===== src/rtl/field_pkg.sv =====
// Shared definitions for the field-arithmetic pipeline: default sizes,
// the stage-1 state encoding and a small range-check helper.
package field_pkg;

   // Default operand width and field modulus, shared with the Barrett stage.
   localparam int WIDTH = 16;
   localparam int P     = 37;

   // Stage-1 controller states. All four 2-bit codes are used.
   typedef enum logic [1:0] {
      ST_IDLE = 2'd0,
      ST_MUL  = 2'd1,
      ST_ADD  = 2'd2,
      ST_HOLD = 2'd3
   } state_e;

   // True when an operand lies outside [0, m).
   function automatic logic out_of_field(input logic [31:0] x, input logic [31:0] m);
      return (x >= m);
   endfunction

endpackage


===== src/rtl/shift_add_multiplier.sv =====
// Iterative radix-2 shift-add multiplier. A start pulse loads the operands;
// one partial product is added per clock for exactly `width` clocks.
// done_o is high during the final step, so product_o holds the full product
// from the edge that ends that step onwards until the next start.
module shift_add_multiplier #(
   parameter int width = 16
) (
   input  logic                 clk,
   input  logic                 reset,
   input  logic                 start_i,
   input  logic [width-1:0]     a_i,
   input  logic [width-1:0]     b_i,
   output logic                 done_o,
   output logic [2*width-1:0]   product_o
);

   localparam int CNT_W = $clog2(width + 1);
   localparam logic [CNT_W-1:0] LAST = CNT_W'(width - 1);

   logic [2*width-1:0] a_sh_q, a_sh_d;
   logic [width-1:0]   b_sh_q, b_sh_d;
   logic [2*width-1:0] acc_q, acc_d;
   logic [CNT_W-1:0]   cnt_q, cnt_d;
   logic               busy_q, busy_d;

   // Next-state: load on start, otherwise take one shift-add step while busy.
   always_comb begin
      a_sh_d = a_sh_q;
      b_sh_d = b_sh_q;
      acc_d  = acc_q;
      cnt_d  = cnt_q;
      busy_d = busy_q;
      if (start_i) begin
         a_sh_d = (2*width)'(a_i);
         b_sh_d = b_i;
         acc_d  = '0;
         cnt_d  = '0;
         busy_d = 1'b1;
      end else if (busy_q) begin
         acc_d  = acc_q + (b_sh_q[0] ? a_sh_q : '0);
         a_sh_d = a_sh_q << 1;
         b_sh_d = b_sh_q >> 1;
         cnt_d  = cnt_q + 1'b1;
         if (cnt_q == LAST) begin
            busy_d = 1'b0;
         end
      end
   end

   // Datapath registers; reset clears everything and aborts a running multiply.
   always_ff @(posedge clk) begin
      if (!reset) begin
         a_sh_q <= '0;
         b_sh_q <= '0;
         acc_q  <= '0;
         cnt_q  <= '0;
         busy_q <= 1'b0;
      end else begin
         a_sh_q <= a_sh_d;
         b_sh_q <= b_sh_d;
         acc_q  <= acc_d;
         cnt_q  <= cnt_d;
         busy_q <= busy_d;
      end
   end

   assign done_o    = busy_q && (cnt_q == LAST);
   assign product_o = acc_q;

endmodule


===== src/rtl/field_mul_add_stage.sv =====
// Stage 1 of the field pipeline: r = a*b + c - d as a signed 2*width value.
// Handshakes: a transfer happens on a rising edge where valid and ready are
// both high; valid, once raised, is held with its data until that transfer.
// Only one operation is in flight; in_ready is high only in IDLE.
module field_mul_add_stage
   import field_pkg::*;
#(
   parameter int width = WIDTH,
   parameter int p     = P
) (
   input  logic                        clk,
   input  logic                        reset,
   input  logic                        in_valid,
   output logic                        in_ready,
   input  logic [width-1:0]            a,
   input  logic [width-1:0]            b,
   input  logic [width-1:0]            c,
   input  logic [width-1:0]            d,
   output logic                        out_valid,
   input  logic                        out_ready,
   output logic signed [2*width-1:0]   r,
   output logic                        range_err,
   output logic [1:0]                  dbg_state_o
);

   state_e             state_q, state_d;
   logic [width-1:0]   c_q, c_d;
   logic [width-1:0]   d_q, d_d;
   logic               err_q, err_d;
   logic [2*width-1:0] r_q, r_d;
   logic               out_valid_q, out_valid_d;
   logic               range_err_q, range_err_d;

   logic               accept;
   logic               mul_done;
   logic [2*width-1:0] mul_product;
   logic               any_out_of_range;

   assign accept = (state_q == ST_IDLE) && in_valid;

   assign any_out_of_range = out_of_field(32'(a), 32'(p)) | out_of_field(32'(b), 32'(p)) |
                             out_of_field(32'(c), 32'(p)) | out_of_field(32'(d), 32'(p));

   shift_add_multiplier #(.width(width)) u_mul (
      .clk       (clk),
      .reset     (reset),
      .start_i   (accept),
      .a_i       (a),
      .b_i       (b),
      .done_o    (mul_done),
      .product_o (mul_product)
   );

   // Controller next-state and register updates for the operand/output registers.
   always_comb begin
      state_d     = state_q;
      c_d         = c_q;
      d_d         = d_q;
      err_d       = err_q;
      r_d         = r_q;
      out_valid_d = out_valid_q;
      range_err_d = range_err_q;
      case (state_q)
         ST_IDLE: begin
            if (in_valid) begin
               c_d     = c;
               d_d     = d;
               err_d   = any_out_of_range;
               state_d = ST_MUL;
            end
         end
         ST_MUL: begin
            if (mul_done) begin
               state_d = ST_ADD;
            end
         end
         ST_ADD: begin
            // Extra top bit keeps the subtraction exact before truncation.
            r_d = (2*width)'({1'b0, mul_product} + (2*width+1)'(c_q) - (2*width+1)'(d_q));
            out_valid_d = 1'b1;
            range_err_d = err_q;
            state_d     = ST_HOLD;
         end
         ST_HOLD: begin
            if (out_ready) begin
               out_valid_d = 1'b0;
               range_err_d = 1'b0;
               state_d     = ST_IDLE;
            end
         end
         default: begin
            state_d = ST_IDLE;
         end
      endcase
   end

   // State and data registers; reset wins over any handshake in flight.
   always_ff @(posedge clk) begin
      if (!reset) begin
         state_q     <= ST_IDLE;
         c_q         <= '0;
         d_q         <= '0;
         err_q       <= 1'b0;
         r_q         <= '0;
         out_valid_q <= 1'b0;
         range_err_q <= 1'b0;
      end else begin
         state_q     <= state_d;
         c_q         <= c_d;
         d_q         <= d_d;
         err_q       <= err_d;
         r_q         <= r_d;
         out_valid_q <= out_valid_d;
         range_err_q <= range_err_d;
      end
   end

   assign in_ready    = (state_q == ST_IDLE);
   assign out_valid   = out_valid_q;
   assign r           = r_q;
   assign range_err   = range_err_q;
   assign dbg_state_o = state_q;

endmodule

===== config.mk =====
export PLATFORM = sky130hd
export DESIGN_NAME = field_mul_add_stage
export DESIGN_NICKNAME = d
export VERILOG_FILES = /design/src/rtl/field_pkg.sv /design/src/rtl/shift_add_multiplier.sv /design/src/rtl/field_mul_add_stage.sv
export SDC_FILE = /design/constraint.sdc
export NUM_CORES = 1
export LEC_CHECK = 0
export ABC_AREA = 0
export CAP_MARGIN = 0
export CORE_AREA = 5 5 167 169
export CTS_BUF_LIST = sky130_fd_sc_hd__clkbuf_4 sky130_fd_sc_hd__clkbuf_8 sky130_fd_sc_hd__clkbuf_16
export DETAILED_ROUTE_END_ITERATION = 12
export DIE_AREA = 0 0 172 174
export GPL_ROUTABILITY_DRIVEN = 1
export HOLD_SLACK_MARGIN = 0.08
export SYNTH_ARGS = -nofsm -noshare
export SYNTH_HDL_FRONTEND = slang
export SYNTH_SLANG_ARGS = --single-unit

===== constraint.sdc =====
create_clock -name clk -period 3.4 [get_ports clk]
set_input_delay 0.51 -clock clk [delete_from_list [all_inputs] [get_ports clk]]
set_output_delay 0.51 -clock clk [all_outputs]
set_load 0.02 [all_outputs]

==> results.txt <==
----------------------------------------------------
[Run status]
  Run status ... finished, final reports clean

[Worst setup path]
  Crit Reg-Reg Endpoint ... r[26]
  Crit path required time ... between 3000 and 4000 ps
  CP startpoint ... u_mul.product_o[2]
  CP endpoint kind ... flip-flop
  CP startpoint kind ... flip-flop
  Crit Path Category ... flip-flop to flip-flop
  WP data arrival ... around 3600 ps
  Path depth of the worst reg2reg path ... 12
  Launch instance of the worst register-to-register path ... u_mul.product_o[2]
  Register-to-register path setup slack ... 170 ps
  Critical path peak fanout ... 4

[Timing]
  Number of hold-slack violations in the final timing report ... 0
  Final Cycle Share ... between 90% and 100%
  Max-slew headroom at the worst pin ... around a third
  Setup Skew ... 10.6 ps
  Total negative slack ... 0 ps
  Final setup violation count ... 0
  Slew @ Worst Pin ... roughly 1000 ps
  Maximum clock frequency ... just over 300 MHz
  RSZ-0062 raised after global routing ... false
  Final critical delay including setup and external delays ... 3230 ps
  Slew Viols, Final ... 0

[Die]
  Die Footprint ... between 0.02 and 0.03 mm2
  Width of the chip ... ~170 um
  DIE HEIGHT ... 174 um
  Count of boundary I/O pins ... between 100 and 150
  Area of the core ... between 0.02 and 0.03 mm2
  Starting density of the core ... 39.1%
  Number of cell rows ... 60

[Power]
  Fraction of power spent switching nets ... between 40% and 50%
  Clock network power share ... between 20% and 30%
  Overall power ... 0.00863 W
  Internal portion of total power ... approximately 0.0050 W
  Power density of the placed cells ... 702 mW/mm2
  Max VDD drop ... 0.376 mV
  Net switching power ... approximately 0.0036 W
  Leak ... 5.00 nW
  Flop pwr share ... roughly 29%
  Gate power share ... roughly 49%

[Synthesis]
  Compound-cell area share of the yosys netlist ... between 20 and 25%
  Fraction of the yosys area taken by sequential cells ... a little under a third
  Synthesized area per cell ... about 8.0 um2
  Dominant combinational cell family by area after synthesis ... simple AND/OR/NAND/NOR gates
  Warnings from Yosys ... 0
  Total nets after synthesis ... between 1,000 and 1,500
  Cell area after synthesis ... approximately 0.010 mm2
  Share of synthesized flip-flops with an asynchronous set or reset ... 0%
  Synth Flop Type ... sky130_fd_sc_hd__dfxtp_1
  Number of register bits inferred by synthesis ... approximately 160
  Area share of xor/xnor cells in the synthesized design ... under 10%
  Post-Synth Simple-Gate Area ... 20.5%
  Adder-cell area share of the yosys netlist ... between 10% and 20%
  Synth Instances ... between 1,000 and 1,500
  Count of cell types in the netlist ... 71
  Portion of netlist area occupied by mux cells ... between 8 and 9%
  EDFF count, synth ... 0

[Global routing]
  Grt met2 use ... 31.7%
  Global-route total usage across every layer ... between 10% and 20%
  Global-route layer with the greatest usage ... met2
  Maximum number of pins on one net before global-route repair ... between 90 and 100
  Fraction of met3 tracks used by global routing ... approximately 3.4%
  Via count of the first global-routing pass ... between 9,000 and 10,000
  GRT overflow ... 0
  Antenna violations before repair ... 0
  Met1 usage in global routing ... about a quarter
  Wire length of the first global-routing pass ... around 47,000 um

[CTS]
  Clk Tree Root Cell ... sky130_fd_sc_hd__clkbuf_16
  Number of clock buffers inserted by TritonCTS ... 17
  Number of H-tree branching levels ... 4
  Clock Pin Slew Worst Setup and Hold Paths ... 70 ps
  Max clock buf depth ... 2
  Post-CTS Setup Repair Bufs ... 0
  Total clock sinks ... between 150 and 200
  Clock insertion delay at the later pin of the skew report ... 440 ps
  TritonCTS clock tree ... yes

[Layout]
  Number of inserted diodes ... 0
  Final instance area ... around 0.012 mm2
  Sequential Area ... 0.00311 mm2
  Total area of multi-input combinational cells ... about 0.0066 mm2
  Ratio of cells with drive above 1 in the final layout ... under 10%
  Number of nets in the layout ... 1,518
  Layout filler cell count ... between 2,000 and 3,000
  Layout overhead on the synthesized area ... 19.0%

[Routing]
  DRC marker count from the first detailed-route iteration ... 530
  Number of routed nets with antenna violations ... 0
  Via count ... 9,267
  1st-pass router iterations ... 5
  Total wire length ... 28,100 um
  Average vias per placed instance ... around 5.4
  DRC Markers ... 0
  Routed WL per cell ... 16.4 um

[Placed design]
  Placement-stage cell area ... 0.0117 mm2
  IO buf count ... around 100
  Estimated wirelength of the detail-placed design ... approximately 21,000 um
  Routability cong. ... 0.885

[Worst hold path]
  Kind of path behind the tightest hold check ... flip-flop to flip-flop
  Min-Delay Endpoint ... c_q[4]
  Number of cells on the worst hold path ... 2
  Hold path start ... c_q[4]

[Job]
  Max capacitance violation total ... 0

----------------------------------------------------
## worst max path at each step
stage	endpoint	slack, ps	cells past startpoint
after floorplan	r[26]	530	10
after global placement	r[21]	150	12
after detailed placement	r[26]	110	10
after CTS	r[26]	80	11
after global routing	r[26]	0.4	12
final	r[26]	170	12
## metal layers
metal,part of all wire [%],vias up
met3,4.3,35
li1,-,4695
met5,0,-
met1,46,4326
met4,1.9,0
met2,47,211
## cells in the mapped netlist, types with 9 or more instances
| cell | n | area, um2 |
|---|---|---|
| sky130_fd_sc_hd__dfxtp_1 | 155 | 3100 |
| sky130_fd_sc_hd__o21a_1 | 9 | 67.6 |
| sky130_fd_sc_hd__nor2_1 | 141 | 529 |
| sky130_fd_sc_hd__and2_1 | 37 | 231 |
| sky130_fd_sc_hd__nand3_1 | 34 | 170 |
| sky130_fd_sc_hd__o21bai_1 | 16 | 120 |
| sky130_fd_sc_hd__a211oi_1 | 42 | 315 |
| sky130_fd_sc_hd__a31oi_1 | 10 | 62.6 |
| sky130_fd_sc_hd__fa_1 | 17 | 340 |
| sky130_fd_sc_hd__xnor2_1 | 22 | 193 |
| sky130_fd_sc_hd__o31ai_1 | 9 | 67.6 |
| sky130_fd_sc_hd__xor2_1 | 15 | 131 |
| sky130_fd_sc_hd__ha_1 | 69 | 863 |
| sky130_fd_sc_hd__or3_1 | 10 | 62.6 |
| sky130_fd_sc_hd__clkbuf_1 | 46 | 173 |
| sky130_fd_sc_hd__nor3_1 | 26 | 130 |
| sky130_fd_sc_hd__nand4_1 | 15 | 93.8 |
| sky130_fd_sc_hd__nor4_1 | 11 | 68.8 |
| sky130_fd_sc_hd__inv_1 | 104 | 390 |
| sky130_fd_sc_hd__a21o_1 | 23 | 173 |
| sky130_fd_sc_hd__and3_1 | 16 | 100 |
| sky130_fd_sc_hd__a21oi_1 | 102 | 510 |
| sky130_fd_sc_hd__nand2_1 | 125 | 469 |
| sky130_fd_sc_hd__o21ai_1 | 13 | 65.1 |
| sky130_fd_sc_hd__o21ai_0 | 31 | 155 |
| sky130_fd_sc_hd__mux2i_1 | 83 | 831 |
| sky130_fd_sc_hd__buf_1 | 14 | 52.6 |
## cells in the final DEF, fill, tap and decap left out, types with 15 or more instances in the layout
cell type / count
sky130_fd_sc_hd__nand3_1: 34
sky130_fd_sc_hd__fa_1: 17
sky130_fd_sc_hd__mux2i_1: 83
sky130_fd_sc_hd__xnor2_1: 22
sky130_fd_sc_hd__dfxtp_1: 153
sky130_fd_sc_hd__inv_1: 103
sky130_fd_sc_hd__xor2_1: 15
sky130_fd_sc_hd__nor3_1: 26
sky130_fd_sc_hd__ha_1: 69
sky130_fd_sc_hd__a21oi_1: 101
sky130_fd_sc_hd__a211oi_1: 42
sky130_fd_sc_hd__nor2_1: 141
sky130_fd_sc_hd__and3_1: 16
sky130_fd_sc_hd__clkbuf_16: 17
sky130_fd_sc_hd__o21bai_1: 16
sky130_fd_sc_hd__and2_1: 37
sky130_fd_sc_hd__a21o_1: 23
sky130_fd_sc_hd__nand4_1: 15
sky130_fd_sc_hd__nand2_1: 123
sky130_fd_sc_hd__o21ai_0: 31
sky130_fd_sc_hd__clkdlybuf4s50_1: 104
## power by group through the flow
stage	Clock [W]	Combinational, W	Sequential [W]
floorplan	0	0.00293	0.00262
global placement	0	0.00417	0.00254
detailed placement	0	0.00420	0.00254
CTS	0.00195	0.00422	0.00250
global route	0.00203	0.00473	0.00255
finish	0.00191	0.00423	0.00250
## registers in the layout, indices dropped and copies added (netlist names)
name	cells
dbg_state_o	2
u_mul.busy_q	1
r	32
u_mul.cnt_q	5
out_valid	1
c_q	16
err_q	1
range_err	1
u_mul.product_o	32
u_mul.a_sh_q	32
d_q	16
u_mul.b_sh_q	16
## repair_timing
action | CTS | global route
gates resized for setup | 0 | 5
hold buffers | 0 | 0
setup endpoints to repair | 0 | 6
## metrics by stage
stage / utilization, % / cells / hold WS, ps / worst slack [ps]
finish: 46.5 / 1718 / 454 / 171
global route: 46.5 / 1718 / 477 / 0.388
CTS: 46.4 / 1718 / 458 / 77.1
detailed placement: 44.2 / 1686 / 448 / 110
global placement: 44.2 / 1686 / 445 / 153
floorplan: - / 1295 / 436 / 530
## cell type report
class | instances | share of cell area, %
Sequential cell | 155 | 25.3
Multi-Input combinational cell | 969 | 53.8
Timing Repair Buffer | 117 | 9.57
Inverter | 104 | 3.18
Tap cell | 341 | 3.47
Clock buffer | 18 | 3.52
Clock inverter | 14 | 1.22
## worst max-delay path, cell delays in order (launching register included)
cell and delay (ps):
sky130_fd_sc_hd__dfxtp_1 350, sky130_fd_sc_hd__inv_1 90, sky130_fd_sc_hd__fa_1 490, sky130_fd_sc_hd__inv_1 40
sky130_fd_sc_hd__ha_1 320, sky130_fd_sc_hd__nor2b_1 160, sky130_fd_sc_hd__o31a_1 280, sky130_fd_sc_hd__o41ai_2 450
sky130_fd_sc_hd__o21a_1 270, sky130_fd_sc_hd__o31ai_4 120, sky130_fd_sc_hd__o211ai_2 170, sky130_fd_sc_hd__a211oi_1 90
sky130_fd_sc_hd__a311o_1 270
## kinds of logic (layout without fill, tap and decap cells)
| group | count (synthesis) | count (layout) |
|---|---|---|
| DFF | 155 | 155 |
| AOI/OAI and AO/OA | 313 | 313 |
| muxes | 84 | 84 |
| buffers and inverters | 171 | 253 |
| and+or+nand+nor | 449 | 449 |
| xor gates and xnor gates | 37 | 37 |
| adders and majority gates | 86 | 86 |
(Power assumes the default switching activity.)
